`config.mk`:
```
export PLATFORM = sky130hd
export DESIGN_NAME = mem_ctrl
export DESIGN_NICKNAME = d
export VERILOG_FILES = /design/src/rtl/mem_ctrl.sv
export SDC_FILE = /design/constraint.sdc
export NUM_CORES = 1
export LEC_CHECK = 0
export CAP_MARGIN = 20
export CORE_ASPECT_RATIO = 1.75
export CORE_UTILIZATION = 55
export DETAILED_ROUTE_END_ITERATION = 8
export PLACE_DENSITY_LB_ADDON = 0.05
export SETUP_SLACK_MARGIN = 0.05
export SLEW_MARGIN = 20
export SYNTH_ARGS = -nofsm -noshare
export SYNTH_HDL_FRONTEND = slang
export SYNTH_SLANG_ARGS = --single-unit
export TNS_END_PERCENT = 50
```
`constraint.sdc`:
```
create_clock -name clk -period 7.9 [get_ports clk]
set_clock_uncertainty 0.1 [all_clocks]
set_input_delay 0.79 -clock clk [delete_from_list [all_inputs] [get_ports clk]]
set_output_delay 0.79 -clock clk [all_outputs]
set_load 0.05 [all_outputs]
```
`src/rtl/mem_ctrl.sv`:
```
// Memory controller: arbitrates instruction fetch against the load/store
// buffer and turns each 1/2/4-byte access into byte-serial RAM cycles,
// assembling little-endian read data and pulsing a one-cycle completion.
module mem_ctrl (
  input  logic        clk,
  input  logic        rst,
  input  logic        rdy_i,
  input  logic        lsb_enable_i,
  input  logic        lsb_is_write_i,
  input  logic [31:0] lsb_addr_i,
  input  logic [2:0]  lsb_len_i,
  input  logic [31:0] lsb_wdata_i,
  output logic        lsb_data_valid_o,
  output logic [31:0] lsb_data_o,
  input  logic        if_enable_i,
  input  logic [31:0] if_addr_i,
  input  logic        if_clear_i,
  output logic        if_data_valid_o,
  output logic [31:0] if_data_o,
  input  logic [7:0]  mem_din_i,
  output logic [7:0]  mem_dout_o,
  output logic [31:0] mem_a_o,
  output logic        mem_wr_o,
  input  logic        io_buffer_full_i
);

  typedef enum logic [1:0] {IDLE, READ, WRITE, GAP} state_t;

  state_t      state_q, state_d;
  logic [31:0] addr_q, addr_d;
  logic [31:0] wdata_q, wdata_d;
  logic [31:0] asm_q, asm_d;
  logic [31:0] lsbData_q, lsbData_d;
  logic [31:0] ifData_q, ifData_d;
  logic [2:0]  len_q, len_d;
  logic [2:0]  k_q, k_d;
  logic        srcIf_q, srcIf_d;
  logic        pend_q, pend_d;
  logic        lsbValid_q, lsbValid_d;
  logic        ifValid_q, ifValid_d;

  logic [31:0] byteAddr;
  logic [31:0] prevAddr;
  logic [7:0]  wrByte;
  logic [31:0] rxAsm;
  logic [1:0]  rxIdx;
  logic        ioStall;

  // Byte count of a request; anything that is not 1 or 2 becomes a word.
  function automatic logic [2:0] decodeLen(input logic [2:0] l);
    case (l)
      3'b001:  return 3'd1;
      3'b010:  return 3'd2;
      default: return 3'd4;
    endcase
  endfunction

  // Per-byte datapath: current address, the outstanding read address to
  // re-request while frozen, the write byte and the read-assembly merge.
  always_comb begin
    byteAddr = addr_q + {29'd0, k_q};
    prevAddr = byteAddr - {31'd0, pend_q};
    ioStall  = (byteAddr[17:16] == 2'b11) && io_buffer_full_i;
    rxIdx    = k_q[1:0] - 2'd1;
    rxAsm    = asm_q;
    case (rxIdx)
      2'd0: rxAsm[7:0]   = mem_din_i;
      2'd1: rxAsm[15:8]  = mem_din_i;
      2'd2: rxAsm[23:16] = mem_din_i;
      default: rxAsm[31:24] = mem_din_i;
    endcase
    case (k_q[1:0])
      2'd0: wrByte = wdata_q[7:0];
      2'd1: wrByte = wdata_q[15:8];
      2'd2: wrByte = wdata_q[23:16];
      default: wrByte = wdata_q[31:24];
    endcase
  end

  // Next-state and RAM bus outputs; rdy low freezes everything except the
  // read address, which replays the outstanding byte so it is valid on resume.
  always_comb begin
    state_d    = state_q;
    addr_d     = addr_q;
    wdata_d    = wdata_q;
    asm_d      = asm_q;
    lsbData_d  = lsbData_q;
    ifData_d   = ifData_q;
    len_d      = len_q;
    k_d        = k_q;
    srcIf_d    = srcIf_q;
    pend_d     = pend_q;
    lsbValid_d = 1'b0;
    ifValid_d  = 1'b0;
    mem_a_o    = 32'd0;
    mem_dout_o = 8'd0;
    mem_wr_o   = 1'b0;
    case (state_q)
      IDLE: begin
        if (rdy_i) begin
          if (lsb_enable_i) begin
            addr_d  = lsb_addr_i;
            len_d   = decodeLen(lsb_len_i);
            wdata_d = lsb_wdata_i;
            srcIf_d = 1'b0;
            k_d     = 3'd0;
            pend_d  = 1'b0;
            asm_d   = 32'd0;
            state_d = lsb_is_write_i ? WRITE : READ;
          end else if (if_enable_i && !if_clear_i) begin
            addr_d  = if_addr_i;
            len_d   = 3'd4;
            srcIf_d = 1'b1;
            k_d     = 3'd0;
            pend_d  = 1'b0;
            asm_d   = 32'd0;
            state_d = READ;
          end
        end
      end
      READ: begin
        if (!rdy_i) begin
          mem_a_o = prevAddr;
        end else if (srcIf_q && if_clear_i) begin
          pend_d  = 1'b0;
          state_d = IDLE;
        end else begin
          if (k_q < len_q) begin
            mem_a_o = byteAddr;
            k_d     = k_q + 3'd1;
            pend_d  = 1'b1;
          end else begin
            pend_d  = 1'b0;
          end
          if (pend_q) begin
            asm_d = rxAsm;
            if (k_q == len_q) begin
              state_d = GAP;
              if (srcIf_q) begin
                ifData_d  = rxAsm;
                ifValid_d = 1'b1;
              end else begin
                lsbData_d  = rxAsm;
                lsbValid_d = 1'b1;
              end
            end
          end
        end
      end
      WRITE: begin
        mem_a_o    = byteAddr;
        mem_dout_o = wrByte;
        if (rdy_i && !ioStall) begin
          mem_wr_o = 1'b1;
          if (k_q == len_q - 3'd1) begin
            lsbValid_d = 1'b1;
            state_d    = GAP;
          end else begin
            k_d = k_q + 3'd1;
          end
        end
      end
      GAP: begin
        if (rdy_i) state_d = IDLE;
      end
      default: state_d = IDLE;
    endcase
  end

  // State and request registers; synchronous reset drops any access.
  always_ff @(posedge clk) begin
    if (rst) begin
      state_q    <= IDLE;
      addr_q     <= 32'd0;
      wdata_q    <= 32'd0;
      asm_q      <= 32'd0;
      lsbData_q  <= 32'd0;
      ifData_q   <= 32'd0;
      len_q      <= 3'd0;
      k_q        <= 3'd0;
      srcIf_q    <= 1'b0;
      pend_q     <= 1'b0;
      lsbValid_q <= 1'b0;
      ifValid_q  <= 1'b0;
    end else begin
      state_q    <= state_d;
      addr_q     <= addr_d;
      wdata_q    <= wdata_d;
      asm_q      <= asm_d;
      lsbData_q  <= lsbData_d;
      ifData_q   <= ifData_d;
      len_q      <= len_d;
      k_q        <= k_d;
      srcIf_q    <= srcIf_d;
      pend_q     <= pend_d;
      lsbValid_q <= lsbValid_d;
      ifValid_q  <= ifValid_d;
    end
  end

  assign lsb_data_valid_o = lsbValid_q;
  assign lsb_data_o       = lsbData_q;
  assign if_data_valid_o  = ifValid_q;
  assign if_data_o        = ifData_q;

endmodule

```
# --- Word-level counts from Yosys, hierarchy flattened ---
# Index checks and enable logic that the tools add are counted.
word_totals:
  register_bits: 172
  input_bits: 115
  out_inout_bits: 107
  wordCells: 133
op_classes:
  n_addsub: 5
  order_cmp: 1
  eq_ne: 24
  muxes: 63
  n_bitwise: 6
  n_reduce_logical: 22
op_table:
  columns: ["operator", "count"]
  rows:
  - ["$mux W32", 11]
  - ["$pmux W32 S2", 2]
  - ["$mux W8", 5]
  - ["$add A32 B3 Y32", 1]
  - ["$sub A32 B1 Y32", 1]
  - ["$mux W3", 10]
  - ["$pmux W8 S3", 1]
  - ["$mux W2", 11]
  - ["$mux W1", 18]
  - ["$ne A2 B2 Y1 const B", 9]
  - ["$reduce_and A6 Y1", 3]
  - ["$reduce_and A8 Y1", 2]
  - ["$eq A2 B2 Y1 const B", 5]
  - ["$ne A3 B3 Y1 const B", 3]
  - ["$pmux W3 S3", 1]
  - ["$pmux W2 S4", 1]
  - ["$eq A2 B1 Y1 const B", 3]
  - ["$eq A3 B3 Y1", 2]
  - ["$logic_not A2 Y1", 3]
  - ["$not A1 Y1", 6]
  - ["$pmux W3 S2", 1]
  - ["$reduce_and A3 Y1", 2]
  - ["$reduce_or A6 Y1", 1]
  - ["$logic_and A1 B1 Y1", 4]
  - ["12 further kinds", 15]

# --- Longest topological paths before layout ---
logic_depth:
  depth_word: 8
  ltp_mapped: 12
  ltp_nobuf: 10

# --- Least setup slack after synthesis ---
# No wires, ideal clock.
synth_path:
  path_type: "register -> output"
  from: "reg k_q[0]"
  to: "out mem_a_o[29]"
  arrival_ns: 3.952
  required_time_ns: 7.010
  path_slack_ns: 3.058
  stages_incl_launch_ff: 11
  n_path_buf: 1
  path_cell_list: "dfxtp_1 ha_1 fa_1 buf_2 a21oi_4 nor3_4 or3_1 a221o_1 nor4b_2 nand2b_1 o31ai_1"
synth_via:
  elab_chain_len: 5
  word_cells_on_any_way: 7
  classes_between: "add/sub (2); order compare (1); mux (4)"
synth_lines:
  columns: ["element", "line", "rtl"]
  rows:
  - ["from (decl)", "36", "logic [2:0] k_q, k_d;"]
  - ["from (signal assigned)", "193", "k_q <= k_d;"]
  - ["parallel branches: the longest is 4 deep, another holds $add A32 B3 Y32", null, null]
  - ["$pmux W32 S2 (*)", "98", "case (state_q)"]
  - ["to (decl)", "22", "output logic [31:0] mem_a_o,"]
# Every way passes the cells marked *.

# --- Final worst setup path ---
layout_path:
  from: "reg k_q[0]"
  to: "out mem_a_o[27]"
# The elaborated chain is that of the path after synthesis.

==> metrics.md <==
| Metric | Value |
|---|---|
| Run status | `completed` |
| Number of synthesized flops with an enable pin | `0` |
| Share of total power in sequential cells | `36.5%` |
| Layout Area Growth over Synthesis | `29.15%` |
| Total of max-cap violations | `0` |
| Port Buffer Count | `221` |
| Detailed-route wire length | `29740 microns` |
| Highest attainable clock frequency | `163.1 MHz` |
| Cell-by-cell listing of the critical path | `ha_1 > fa_1 > a21oi_4 > or4_1 > xor2_1 > nand3_2 > nor3_1 > nor4bb_1 > nor3b_1 > a211o_1 > clkdlybuf4s50_1` |
| Net switching component of the power | `1.057 mW` |
| Max Root-Sink Buffers | `2` |
| Final count of pins violating max slew | `0` |
| Post-synthesis instance area | `9519 sq um` |
| Fin Setup TNS | `0 ns` |
| Crit end category | `output port` |
| RSZ-0062 raised after global routing | `no` |
| Violation count after the first detailed-route iteration | `469` |
| Final critical-path share of the clock period | `77.62%` |
| Net count of the mapped netlist | `1316` |
| CP Data Arrival Time | `5.24 ns` |
| Final non-filler cell area | `12290 sq um` |
| Crit path launch | `k_q[0]$_SDFFE_PP0P_` |
| Clock tree from TritonCTS | `yes` |
| Most repeated cell in the gate-level netlist after synthesis | `nor2_1` |
| Relative contribution of combinational cells to total power | `33.5%` |
| Worst Setup Path Type | `reg2out` |
| Post-route insts no fill | `1569` |
| Async set-reset flop share out of synthesis | `0%` |
| First-pass GRT wire length | `46980 microns` |
| Post-Place Cell Area | `11690 sq um` |
| Switching share of total power | `37.64%` |
| Worst reg-to-reg setup slack | `4.24 ns` |
| Class of the most critical hold timing path | `reg2reg` |
| Starting density of the core | `56.17%` |
| CTS Hold Bufs | `0` |
| Total number of vias | `9351` |
| Source-to-sink clock delay at the later pin of the worst-skew pair | `0.43 ns` |
| Shortest clock period the worst path allows after layout | `6.132 ns` |
| Count of cells along the worst register-to-register path | `9` |
| DP Cell Count | `1532` |
| Nature of the critical path startpoint | `flip-flop` |
| Antenna violations before repair | `4` |
| CTS resizes | `0` |
| Wire length per cell after detailed routing | `18.96 microns` |
| Clock share of power | `30.0%` |
| Cell with the largest stage delay on the worst path | `nor4bb_1` |
| Power per unit of standard cell area | `228.5 nW/um^2` |
| Number of setup buffers added after CTS | `0` |
| Count of boundary I/O pins | `222` |
| Die ar. | `17860 sq um` |
| Peak VDD IR | `0.0001759 V` |
| Library cell used as clock root buffer | `clkbuf_16` |
| Sink Count | `172` |
| Sequential element share of the synthesized area | `36.17%` |
| # nets final | `1460` |
| Capture point of the worst reg-to-reg path | `state_q[0]$_SDFFE_PP0P_` |
| Yosys cell types | `73` |
| Share of post-route cells with drive strength above 1 | `5.236%` |
| Filler cell count in the final layout | `1354` |
| Clock input transition at the sequential cells of the worst setup and hold paths | `0.06 ns` |
| Top cells by count, synth | `nor2_1 (185), dfxtp_1 (172), nand2_1 (116), a211oi_1 (102), clkbuf_1 (80)` |
| Routed Antenna Nets | `0` |
| Total internal power | `1.752 mW` |
| Synthesized netlist cell count | `1180` |
| Die Y | `176.0 microns` |
| Final-report hold violation count | `0` |
| Core footprint | `16950 sq um` |
| Number of clock buffers inserted by TritonCTS | `17` |
| Synth top area share | `36.17%` |
| Cell types occupying the most area after synthesis | `dfxtp_1 (36%), a211oi_1 (8.0%), mux2i_1 (7.7%)` |
| Num rows | `63` |
| Via density per instance | `5.960` |
| Detailed-routing iteration count for the pre-antenna-repair pass | `8` |
| Post-synthesis register bit count | `172` |
| Most common flop cell mapped by yosys | `dfxtp_1` |
| Launch instance of the worst register-to-register path | `k_q[1]$_SDFFE_PP0P_` |
| Worst-Margin Slew | `1.026 ns` |
| CP Capture Point | `mem_a_o[27]` |
| Total track usage | `34.20%` |
| Vias in the first global route | `8984` |
| Slowest cell delay on critical path | `0.84 ns` |
| Chip Width | `101.5 microns` |
| Post-detailed-placement half-perimeter wirelength | `21490 microns` |
| Maximum level of the CTS H-tree | `4` |
| Number of remaining DRC errors | `0` |
| Static leakage power | `4.235 nW` |
| Required arrival time at the worst endpoint | `7.01 ns` |
| Final Setup Violations | `0` |
| Peak fanout along the critical path | `7` |
| Overflow left after global routing | `0` |
| Routability-driven placement congestion ratio | `0.9540` |
| Top cell type by total area after synthesis | `dfxtp_1` |
| Average cell area after synthesis | `8.067 sq um` |
| Remaining max-slew budget at the tightest pin | `31.61%` |
| Yosys Warn Count | `0` |
| Maximum number of pins on one net before global-route repair | `102` |
[stage by stage]
step           total power [mW]  hold WS [ns]  worst slack (ns)  utilization, %
6_report                  2.810        0.3517             1.768           72.54
5_1_grt                   2.934        0.3695             1.557           72.53
4_1_cts                   2.807        0.3533             1.936           72.47
3_5_place_dp              1.964        0.3444             2.410           68.98
3_3_place_gp              1.949        0.3384             2.489           68.95
2_1_floorplan             1.679        0.3313             3.058               -
[cells in the final DEF (no fill, tap or decap), types with 7 or more instances in the layout]
| cell type | Yosys | layout |
|---|---|---|
| or4_1 | 7 | 7 |
| clkbuf_16 | 0 | 17 |
| a21oi_1 | 61 | 61 |
| a31oi_1 | 8 | 8 |
| a211oi_1 | 102 | 102 |
| nand4_1 | 15 | 15 |
| nand2b_1 | 7 | 7 |
| a32oi_1 | 25 | 25 |
| nor3_1 | 17 | 17 |
| nand2_1 | 116 | 116 |
| inv_1 | 16 | 16 |
| ha_1 | 20 | 20 |
| nor4_1 | 12 | 12 |
| dfxtp_1 | 172 | 172 |
| xor2_1 | 17 | 17 |
| o21ai_0 | 15 | 15 |
| a22oi_1 | 11 | 11 |
| and2_1 | 16 | 16 |
| clkdlybuf4s50_1 | 0 | 219 |
| nor2_1 | 185 | 183 |
| nor2b_1 | 12 | 12 |
| and3_1 | 10 | 9 |
| a222oi_1 | 8 | 8 |
| nand3_1 | 27 | 26 |
| nor3b_1 | 8 | 7 |
| buf_4 | 4 | 11 |
| xnor2_1 | 20 | 20 |
| mux2i_1 | 73 | 73 |
| o211ai_1 | 9 | 9 |
[how the worst min path moves through the flow]
stage | startpoint | end | cells past startpoint
3_5_place_dp | asm_q[30]$_SDFFE_PP0P_ | asm_q[30]$_SDFFE_PP0P_ | 2
5_1_grt | wdata_q[10]$_SDFFE_PP0P_ | wdata_q[10]$_SDFFE_PP0P_ | 2
3_3_place_gp | asm_q[30]$_SDFFE_PP0P_ | asm_q[30]$_SDFFE_PP0P_ | 2
6_report | asm_q[30]$_SDFFE_PP0P_ | asm_q[30]$_SDFFE_PP0P_ | 2
2_1_floorplan | asm_q[30]$_SDFFE_PP0P_ | asm_q[30]$_SDFFE_PP0P_ | 2
4_1_cts | asm_q[30]$_SDFFE_PP0P_ | asm_q[30]$_SDFFE_PP0P_ | 2
[cells by family after synthesis]
kind of cell,synth area share [%]
fa+ha+maj,2.839
buf+inv,5.021
flops,36.17
simple gates,22.77
compound gates,22.00
xor+xnor,3.404
mux,7.794
[power by group through the flow]
stage	Combinational, mW	Sequential (mW)	Clock [mW]
after floorplan	0.685	0.994	0
after global placement	0.910	1.04	0
after detailed placement	0.922	1.04	0
after CTS	0.929	1.02	0.855
after global routing	1.01	1.03	0.886
final	0.941	1.03	0.844
[worst max-delay path, delay by kind of cell, from the launching register on]
kind,cells,cell delay (ns)
adders and majority gates,2,0.64
buffers and inverters,1,0.79
xor gates and xnor gates,1,0.36
and+or+nand+nor,5,2.30
AOI/OAI and AO/OA,2,0.30
DFF,1,0.43
[metal layers]
| layer | GRT usage, % | share of wire (%) | vias up |
|---|---|---|---|
| li1 | - | - | 4564 |
| met4 | 22.16 | 5.1 | 0 |
| met3 | 9.382 | 6.1 | 83 |
| met5 | 0 | 0 | - |
| met2 | 59.18 | 53 | 350 |
| met1 | 35.71 | 36 | 4354 |
[layout make-up]
cell class	instances	area [sq um]	area share, %
diodes	5	12.51	0.1018
clock buffers	20	456.7	3.715
inverters	16	60.06	0.4885
multi-input cells	886	5624	45.75
well taps	227	284.0	2.310
flip-flops and latches	172	3443	28.01
repair buffers	231	2280	18.54
clock inverters	12	133.9	1.089
[state kept, by name, summed over array words and instances, names as in the netlist, 2 cells and up]
signal	flops
k_q	3
state_q	2
len_q	3
asm_q	32
addr_q	32
wdata_q	32
lsb_data_o	32
if_data_o	32
No activity file was read; power rests on OpenSTA's default activity.
